$ cat src/rtl/sensors_pkg.sv
// Shared widths, defaults and FSM encoding for the sensor scan controller.
package sensors_pkg;

  localparam int unsigned NR_SENSORS       = 200;
  localparam int unsigned DATA_W           = 8;
  localparam int unsigned SUM_W            = 16;
  localparam int unsigned CNT_W            = 8;
  localparam int unsigned IDX_W            = 8;
  localparam int unsigned TMO_W            = 8;
  localparam int unsigned SCAN_TIMEOUT_DEF = 15;

  typedef enum logic [1:0] {
    ST_IDLE = 2'd0,
    ST_SCAN = 2'd1,
    ST_REQ  = 2'd2,
    ST_DONE = 2'd3
  } scan_state_e;

endpackage

$ cat src/rtl/sensors_accumulator.sv
// Temperature sum and active-sensor count registers.
// The next-state values are exported so results can be published on the final edge.
module sensors_accumulator
  import sensors_pkg::*;
(
  input  logic              clk_i,
  input  logic              rst_i,
  input  logic              clear_i,
  input  logic              add_en_i,
  input  logic [DATA_W-1:0] data_i,
  output logic [SUM_W-1:0]  sum_nxt_c_o,
  output logic [CNT_W-1:0]  cnt_nxt_c_o
);

  logic [SUM_W-1:0] sum_q, sum_d;
  logic [CNT_W-1:0] cnt_q, cnt_d;

  always_comb begin
    sum_d = sum_q;
    cnt_d = cnt_q;
    if (clear_i) begin
      sum_d = '0;
      cnt_d = '0;
    end else if (add_en_i) begin
      sum_d = sum_q + SUM_W'(data_i);
      cnt_d = cnt_q + CNT_W'(1);
    end
  end

  always_ff @(posedge clk_i) begin
    if (rst_i) begin
      sum_q <= '0;
      cnt_q <= '0;
    end else begin
      sum_q <= sum_d;
      cnt_q <= cnt_d;
    end
  end

  assign sum_nxt_c_o = sum_d;
  assign cnt_nxt_c_o = cnt_d;

endmodule

$ cat src/rtl/sensors_scan_ctrl.sv
// Sequential sensor scan: one shared req/ack read port, one adder, results
// published with a one-cycle done pulse.
module sensors_scan_ctrl
  import sensors_pkg::*;
#(
  parameter int unsigned width   = NR_SENSORS,
  parameter int unsigned TIMEOUT = SCAN_TIMEOUT_DEF
) (
  input  logic              clk_i,
  input  logic              rst_i,
  input  logic              start_i,
  input  logic [width-1:0]  sensors_en_i,
  output logic [IDX_W-1:0]  sensor_sel_o,
  output logic              sensor_rd_o,
  input  logic              sensor_ack_i,
  input  logic [DATA_W-1:0] sensor_data_i,
  output logic              busy_o,
  output logic              done_o,
  output logic [SUM_W-1:0]  temp_sum_o,
  output logic [CNT_W-1:0]  nr_active_sensors_o,
  output logic              timeout_err_o
);

  localparam logic [IDX_W-1:0] LAST_IDX = IDX_W'(width - 1);
  localparam logic [TMO_W-1:0] TMO_LAST = TMO_W'(TIMEOUT - 1);

  scan_state_e      state_q, state_d;
  logic [width-1:0] en_q, en_d;
  logic [IDX_W-1:0] idx_q, idx_d;
  logic [TMO_W-1:0] tmo_q, tmo_d;
  logic             err_q, err_d;
  logic [IDX_W-1:0] sel_q, sel_d;
  logic             rd_q, rd_d;
  logic             busy_q, busy_d;
  logic             done_q, done_d;
  logic [SUM_W-1:0] sum_out_q, sum_out_d;
  logic [CNT_W-1:0] cnt_out_q, cnt_out_d;
  logic             tmo_err_q, tmo_err_d;

  logic             acc_clear, acc_add, advance;
  logic [SUM_W-1:0] acc_sum_nxt;
  logic [CNT_W-1:0] acc_cnt_nxt;

  sensors_accumulator u_acc (
    .clk_i       (clk_i),
    .rst_i       (rst_i),
    .clear_i     (acc_clear),
    .add_en_i    (acc_add),
    .data_i      (sensor_data_i),
    .sum_nxt_c_o (acc_sum_nxt),
    .cnt_nxt_c_o (acc_cnt_nxt)
  );

  // Next-state and registered-output logic
  always_comb begin
    state_d   = state_q;
    en_d      = en_q;
    idx_d     = idx_q;
    tmo_d     = tmo_q;
    err_d     = err_q;
    sel_d     = sel_q;
    rd_d      = rd_q;
    sum_out_d = sum_out_q;
    cnt_out_d = cnt_out_q;
    tmo_err_d = tmo_err_q;
    acc_clear = 1'b0;
    acc_add   = 1'b0;
    advance   = 1'b0;

    unique case (state_q)
      ST_IDLE: begin
        if (start_i) begin
          en_d      = sensors_en_i;
          idx_d     = '0;
          err_d     = 1'b0;
          acc_clear = 1'b1;
          state_d   = ST_SCAN;
        end
      end
      ST_SCAN: begin
        if (en_q[idx_q]) begin
          sel_d   = idx_q;
          rd_d    = 1'b1;
          tmo_d   = '0;
          state_d = ST_REQ;
        end else begin
          advance = 1'b1;
        end
      end
      ST_REQ: begin
        // Ack takes priority over a coincident timeout
        if (sensor_ack_i) begin
          acc_add = 1'b1;
          rd_d    = 1'b0;
          advance = 1'b1;
        end else if (tmo_q == TMO_LAST) begin
          err_d   = 1'b1;
          rd_d    = 1'b0;
          advance = 1'b1;
        end else begin
          tmo_d = tmo_q + TMO_W'(1);
        end
      end
      ST_DONE: begin
        state_d = ST_IDLE;
      end
      default: begin
        state_d = ST_IDLE;
      end
    endcase

    if (advance) begin
      if (idx_q == LAST_IDX) begin
        state_d = ST_DONE;
      end else begin
        idx_d   = idx_q + IDX_W'(1);
        state_d = ST_SCAN;
      end
    end

    done_d = (state_d == ST_DONE);
    busy_d = (state_d != ST_IDLE);
    if (done_d) begin
      sum_out_d = acc_sum_nxt;
      cnt_out_d = acc_cnt_nxt;
      tmo_err_d = err_d;
    end
  end

  always_ff @(posedge clk_i) begin
    if (rst_i) begin
      state_q   <= ST_IDLE;
      en_q      <= '0;
      idx_q     <= '0;
      tmo_q     <= '0;
      err_q     <= 1'b0;
      sel_q     <= '0;
      rd_q      <= 1'b0;
      busy_q    <= 1'b0;
      done_q    <= 1'b0;
      sum_out_q <= '0;
      cnt_out_q <= '0;
      tmo_err_q <= 1'b0;
    end else begin
      state_q   <= state_d;
      en_q      <= en_d;
      idx_q     <= idx_d;
      tmo_q     <= tmo_d;
      err_q     <= err_d;
      sel_q     <= sel_d;
      rd_q      <= rd_d;
      busy_q    <= busy_d;
      done_q    <= done_d;
      sum_out_q <= sum_out_d;
      cnt_out_q <= cnt_out_d;
      tmo_err_q <= tmo_err_d;
    end
  end

  assign sensor_sel_o        = sel_q;
  assign sensor_rd_o         = rd_q;
  assign busy_o              = busy_q;
  assign done_o              = done_q;
  assign temp_sum_o          = sum_out_q;
  assign nr_active_sensors_o = cnt_out_q;
  assign timeout_err_o       = tmo_err_q;

endmodule

$ cat config.mk
export PLATFORM = sky130hd
export DESIGN_NAME = sensors_scan_ctrl
export DESIGN_NICKNAME = d
export VERILOG_FILES = /design/src/rtl/sensors_pkg.sv /design/src/rtl/sensors_accumulator.sv /design/src/rtl/sensors_scan_ctrl.sv
export SDC_FILE = /design/constraint.sdc
export NUM_CORES = 1
export LEC_CHECK = 0
export BUFFER_PORTS_ARGS = -buffer_cell sky130_fd_sc_hd__buf_2
export CORE_MARGIN = 4
export CORE_UTILIZATION = 57
export CTS_BUF_LIST = sky130_fd_sc_hd__clkbuf_8
export DETAILED_ROUTE_END_ITERATION = 7
export PLACE_DENSITY = 0.82
export SYNTH_ARGS = -nofsm -noshare
export SYNTH_HDL_FRONTEND = slang
export SYNTH_SLANG_ARGS = --single-unit
$ cat constraint.sdc
create_clock -name clk_i -period 3.76 [get_ports clk_i]
set_input_delay 0.376 -clock clk_i [delete_from_list [all_inputs] [get_ports clk_i]]
set_output_delay 0.376 -clock clk_i [all_outputs]
set_load 0.1 [all_outputs]
==> impl_metrics.py <==
metrics = {
    "logic_synthesis": {
        "synth_cell_types": 63,
        "synth-edff-count": 0,
        "yosys_warnings": 0,
        "ys_async_sr_fraction": 0,
        "ys_ff_latch": 279,
        "netlist_area_mm2": 0.0125,
        "yosys_most_used_dff": "dfxtp_1",
        "post_synth.cell_area_avg_um2": 8.58,
        "synth_nets": 1688,
        "syn_inst": 1460,
        "yosysSeqAreaShare": 0.446,
    },
    "drt": {
        "drt-total-wl_mm": 32.7,
        "drt-pass1-iter-count": 5,
        "viasPerCell": 5.63,
        "postRouteAntennaNets": 0,
        "drt-initial-drc-count": 776,
        "route.detailed.drc": 0,
        "vias": 11200,
        "wl_per_cell_um": 16.5,
    },
    "timing": {
        "max_freq_ghz": 0.293,
        "worst-slew-pin-transition_ns": 1.06,
        "drv_slew": 0,
        "skew_ns": 0.0141,
        "hold_viol_final": 0,
        "fin_hold_ws_ns": 0.0627,
        "rsz0062_at_grt": "no",
        "fin_crit_ns": 3.41,
        "setup_ws_ns": 0.347,
        "setup_viol": 0,
        "finalSetupTns_ns": 0,
        "fin_crit_sh": 0.908,
        "relSlewSlack": 0.296,
    },
    "setup_path": {
        "crit_fanout": 17,
        "r2r_slack_ns": 0.35,
        "worstSetupStartpointType": "flip-flop",
        "critPathLaunch": "idx_q[1]",
        "worst_ep_required_time_ns": 4.23,
        "r2r-end": "tmo_q[6]",
        "path_buf_inv": 2,
        "cp-end-kind": "flip-flop",
        "cp_top_family": "compound AO/OA/AOI/OAI gates",
        "max_stage_delay_ns": 0.53,
        "cp-endpoint": "tmo_q[6]",
        "reg2reg_from": "idx_q[1]",
        "cpMaxStageDelayCell": "nor2b_1",
        "path_class": "flip-flop to flip-flop",
        "cp.depth": 10,
        "ff2ff_path_depth": 10,
        "crit_path_cell_trace": "buf_12 -> nor2b_1 -> a22oi_1 -> a21boi_0 -> o21bai_1 -> a221oi_4 -> buf_4 -> o22ai_1 -> or4_1 -> a21oi_1",
        "critPathArrivalTime_ns": 3.89,
    },
    "worst_hold_path": {
        "min_path_type": "input pin to flip-flop",
        "hold_start": "sensors_en_i[126]",
        "hold_depth": 3,
    },
    "power": {
        "seqPwrFrac": 0.448,
        "p_per_area_mw_per_mm2": 520,
        "p_leak_nw": 6.18,
        "max-vdd-ir-drop_v": 0.000285,
        "p_comb_frac": 0.200,
        "p_int_mw": 5.39,
        "switching_share": 0.304,
        "finalPower_mw": 7.74,
        "p_switching_mw": 2.35,
        "pwr-share-clk": 0.352,
    },
    "floorplan": {
        "ios": 248,
        "core_mm2": 0.0214,
        "die_w_um": 156,
        "rows": 53,
        "die_height_um": 156,
        "start_util": 0.587,
        "die-area_mm2": 0.0244,
    },
    "clocking": {
        "clock-sinks": 279,
        "cts-resized-gates": 0,
        "htree_levels": 2,
        "hold_buffers": 0,
        "clock_latency_ns": 0.55,
        "cts_buffers": 47,
        "root_buffer": "clkbuf_8",
        "cts_tree": "built",
        "post_cts_buffers": 0,
        "clk_pin_slew_ns": 0.06,
        "cts_max_path_buffers": 3,
    },
    "global_route": {
        "grt_overflow": 0,
        "antenna_found_initial": 0,
        "grt.total_usage": 0.259,
        "grt_pass1_wl_mm": 52.4,
        "grt_pass1_vias": 10900,
        "grt_max_degree": 171,
    },
    "cells_and_area": {
        "final_cell_mix": "nand2_1 (447), dfxtp_1 (276), buf_2 (246)",
        "final_common_cell": "nand2_1",
        "area_growth_pct": 18.7,
        "fin_area_mm2": 0.0149,
        "final_util": 0.697,
        "diodes": 0,
        "fin_nets": 1901,
        "drive_gt1_frac": 0.244,
        "final_cell_count_no_fill": 1981,
    },
    "place": {
        "dp_hpwl_mm": 23.0,
        "place_congestion": 0.887,
        "io_buffers": 247,
        "dpl_worst_slack_ns": 0.129,
        "dp.cells": 1899,
        "place_area_mm2": 0.0139,
    },
    "run_status": {
        "status": "finished clean",
    },
    "run": {
        "drv_cap": 0,
    },
}
[worst register-to-register path, stage by stage, from the launching register on]
cell and delay (ns):
dfxtp_2 0.48, buf_12 0.22, nor2b_1 0.54, a22oi_1 0.14
a21boi_0 0.30, o21bai_1 0.17, a221oi_4 0.31, buf_4 0.23
o22ai_1 0.27, or4_1 0.53, a21oi_1 0.14
[worst min-delay path by stage]
stage / to / slack (ns)
global route: en_q[22] / 0.05
finish: en_q[126] / 0.06
floorplan: en_q[101] / 0.43
CTS: en_q[126] / 0.03
global placement: en_q[121] / 0.44
detailed placement: en_q[36] / 0.45
[sequential cells by signal, summed over array words and instances, names as in the netlist]
name / count
idx_q: 8
done_o: 1
temp_sum_o: 16
nr_active_sensors_o: 8
busy_o: 1
sensor_rd_o: 1
timeout_err_o: 1
tmo_q: 8
err_q: 1
sensor_sel_o: 8
en_q: 200
u_acc.cnt_q: 8
state_q: 2
u_acc.sum_q: 16
[layout make-up]
type / count / area (µm²)
Clock buffer: 66 / 908
Clock inverter: 16 / 66.3
Fill cell: 1651 / 6480
Inverter: 17 / 63.8
Multi-Input combinational cell: 1057 / 6400
Sequential cell: 279 / 5590
Tap cell: 275 / 344
Timing Repair Buffer: 271 / 1500
[cells in the mapped netlist, types with 8 or more instances]
| cell type | instances | area share |
|---|---|---|
| a21oi_1 | 237 | 0.095 |
| a22oi_1 | 9 | 0.0054 |
| and3_1 | 11 | 0.0055 |
| buf_1 | 11 | 0.0033 |
| buf_2 | 9 | 0.0036 |
| clkbuf_1 | 77 | 0.023 |
| dfxtp_1 | 279 | 0.45 |
| ha_1 | 15 | 0.015 |
| inv_1 | 17 | 0.0051 |
| mux2_4 | 19 | 0.023 |
| mux2i_1 | 26 | 0.021 |
| mux4_1 | 10 | 0.021 |
| mux4_2 | 36 | 0.065 |
| nand2_1 | 448 | 0.13 |
| nand3_1 | 26 | 0.010 |
| nand4_1 | 8 | 0.0040 |
| nor2_1 | 44 | 0.013 |
| nor2b_1 | 33 | 0.016 |
| nor3_1 | 8 | 0.0032 |
| o21ai_0 | 27 | 0.011 |
| or3_1 | 9 | 0.0045 |
| xnor2_1 | 8 | 0.0056 |
[cell families (layout without fill, tap and decap cells)]
kind of cell | after synthesis | after routing | share of synthesized area
AND/OR/NAND/NOR | 615 | 615 | 0.209
AO/OA/AOI/OAI | 316 | 316 | 0.141
adder cells (fa/ha/maj) | 16 | 16 | 0.0166
buffers and inverters | 124 | 370 | 0.0440
flip-flops | 279 | 279 | 0.446
multiplexers | 97 | 97 | 0.135
XOR/XNOR | 13 | 13 | 0.00909
[per-layer routing]
layer | track usage | up-vias | routed length [µm]
met5 | 0 | - | 0
met4 | 0.0868 | 0 | 865
met3 | 0.0503 | 77 | 2510
met2 | 0.439 | 419 | 15900
met1 | 0.335 | 5230 | 13500
li1 | - | 5427 | -
[power groups by stage]
| stage | registers (mW) | logic [mW] | clock network (mW) |
|---|---|---|---|
| after floorplan | 3.49 | 1.13 | 0 |
| after global placement | 3.51 | 1.49 | 0 |
| after detailed placement | 3.53 | 1.53 | 0 |
| after CTS | 3.47 | 1.54 | 2.78 |
| after global routing | 3.50 | 1.72 | 2.90 |
| final | 3.47 | 1.55 | 2.73 |
Power figures use the tool's default switching activity.
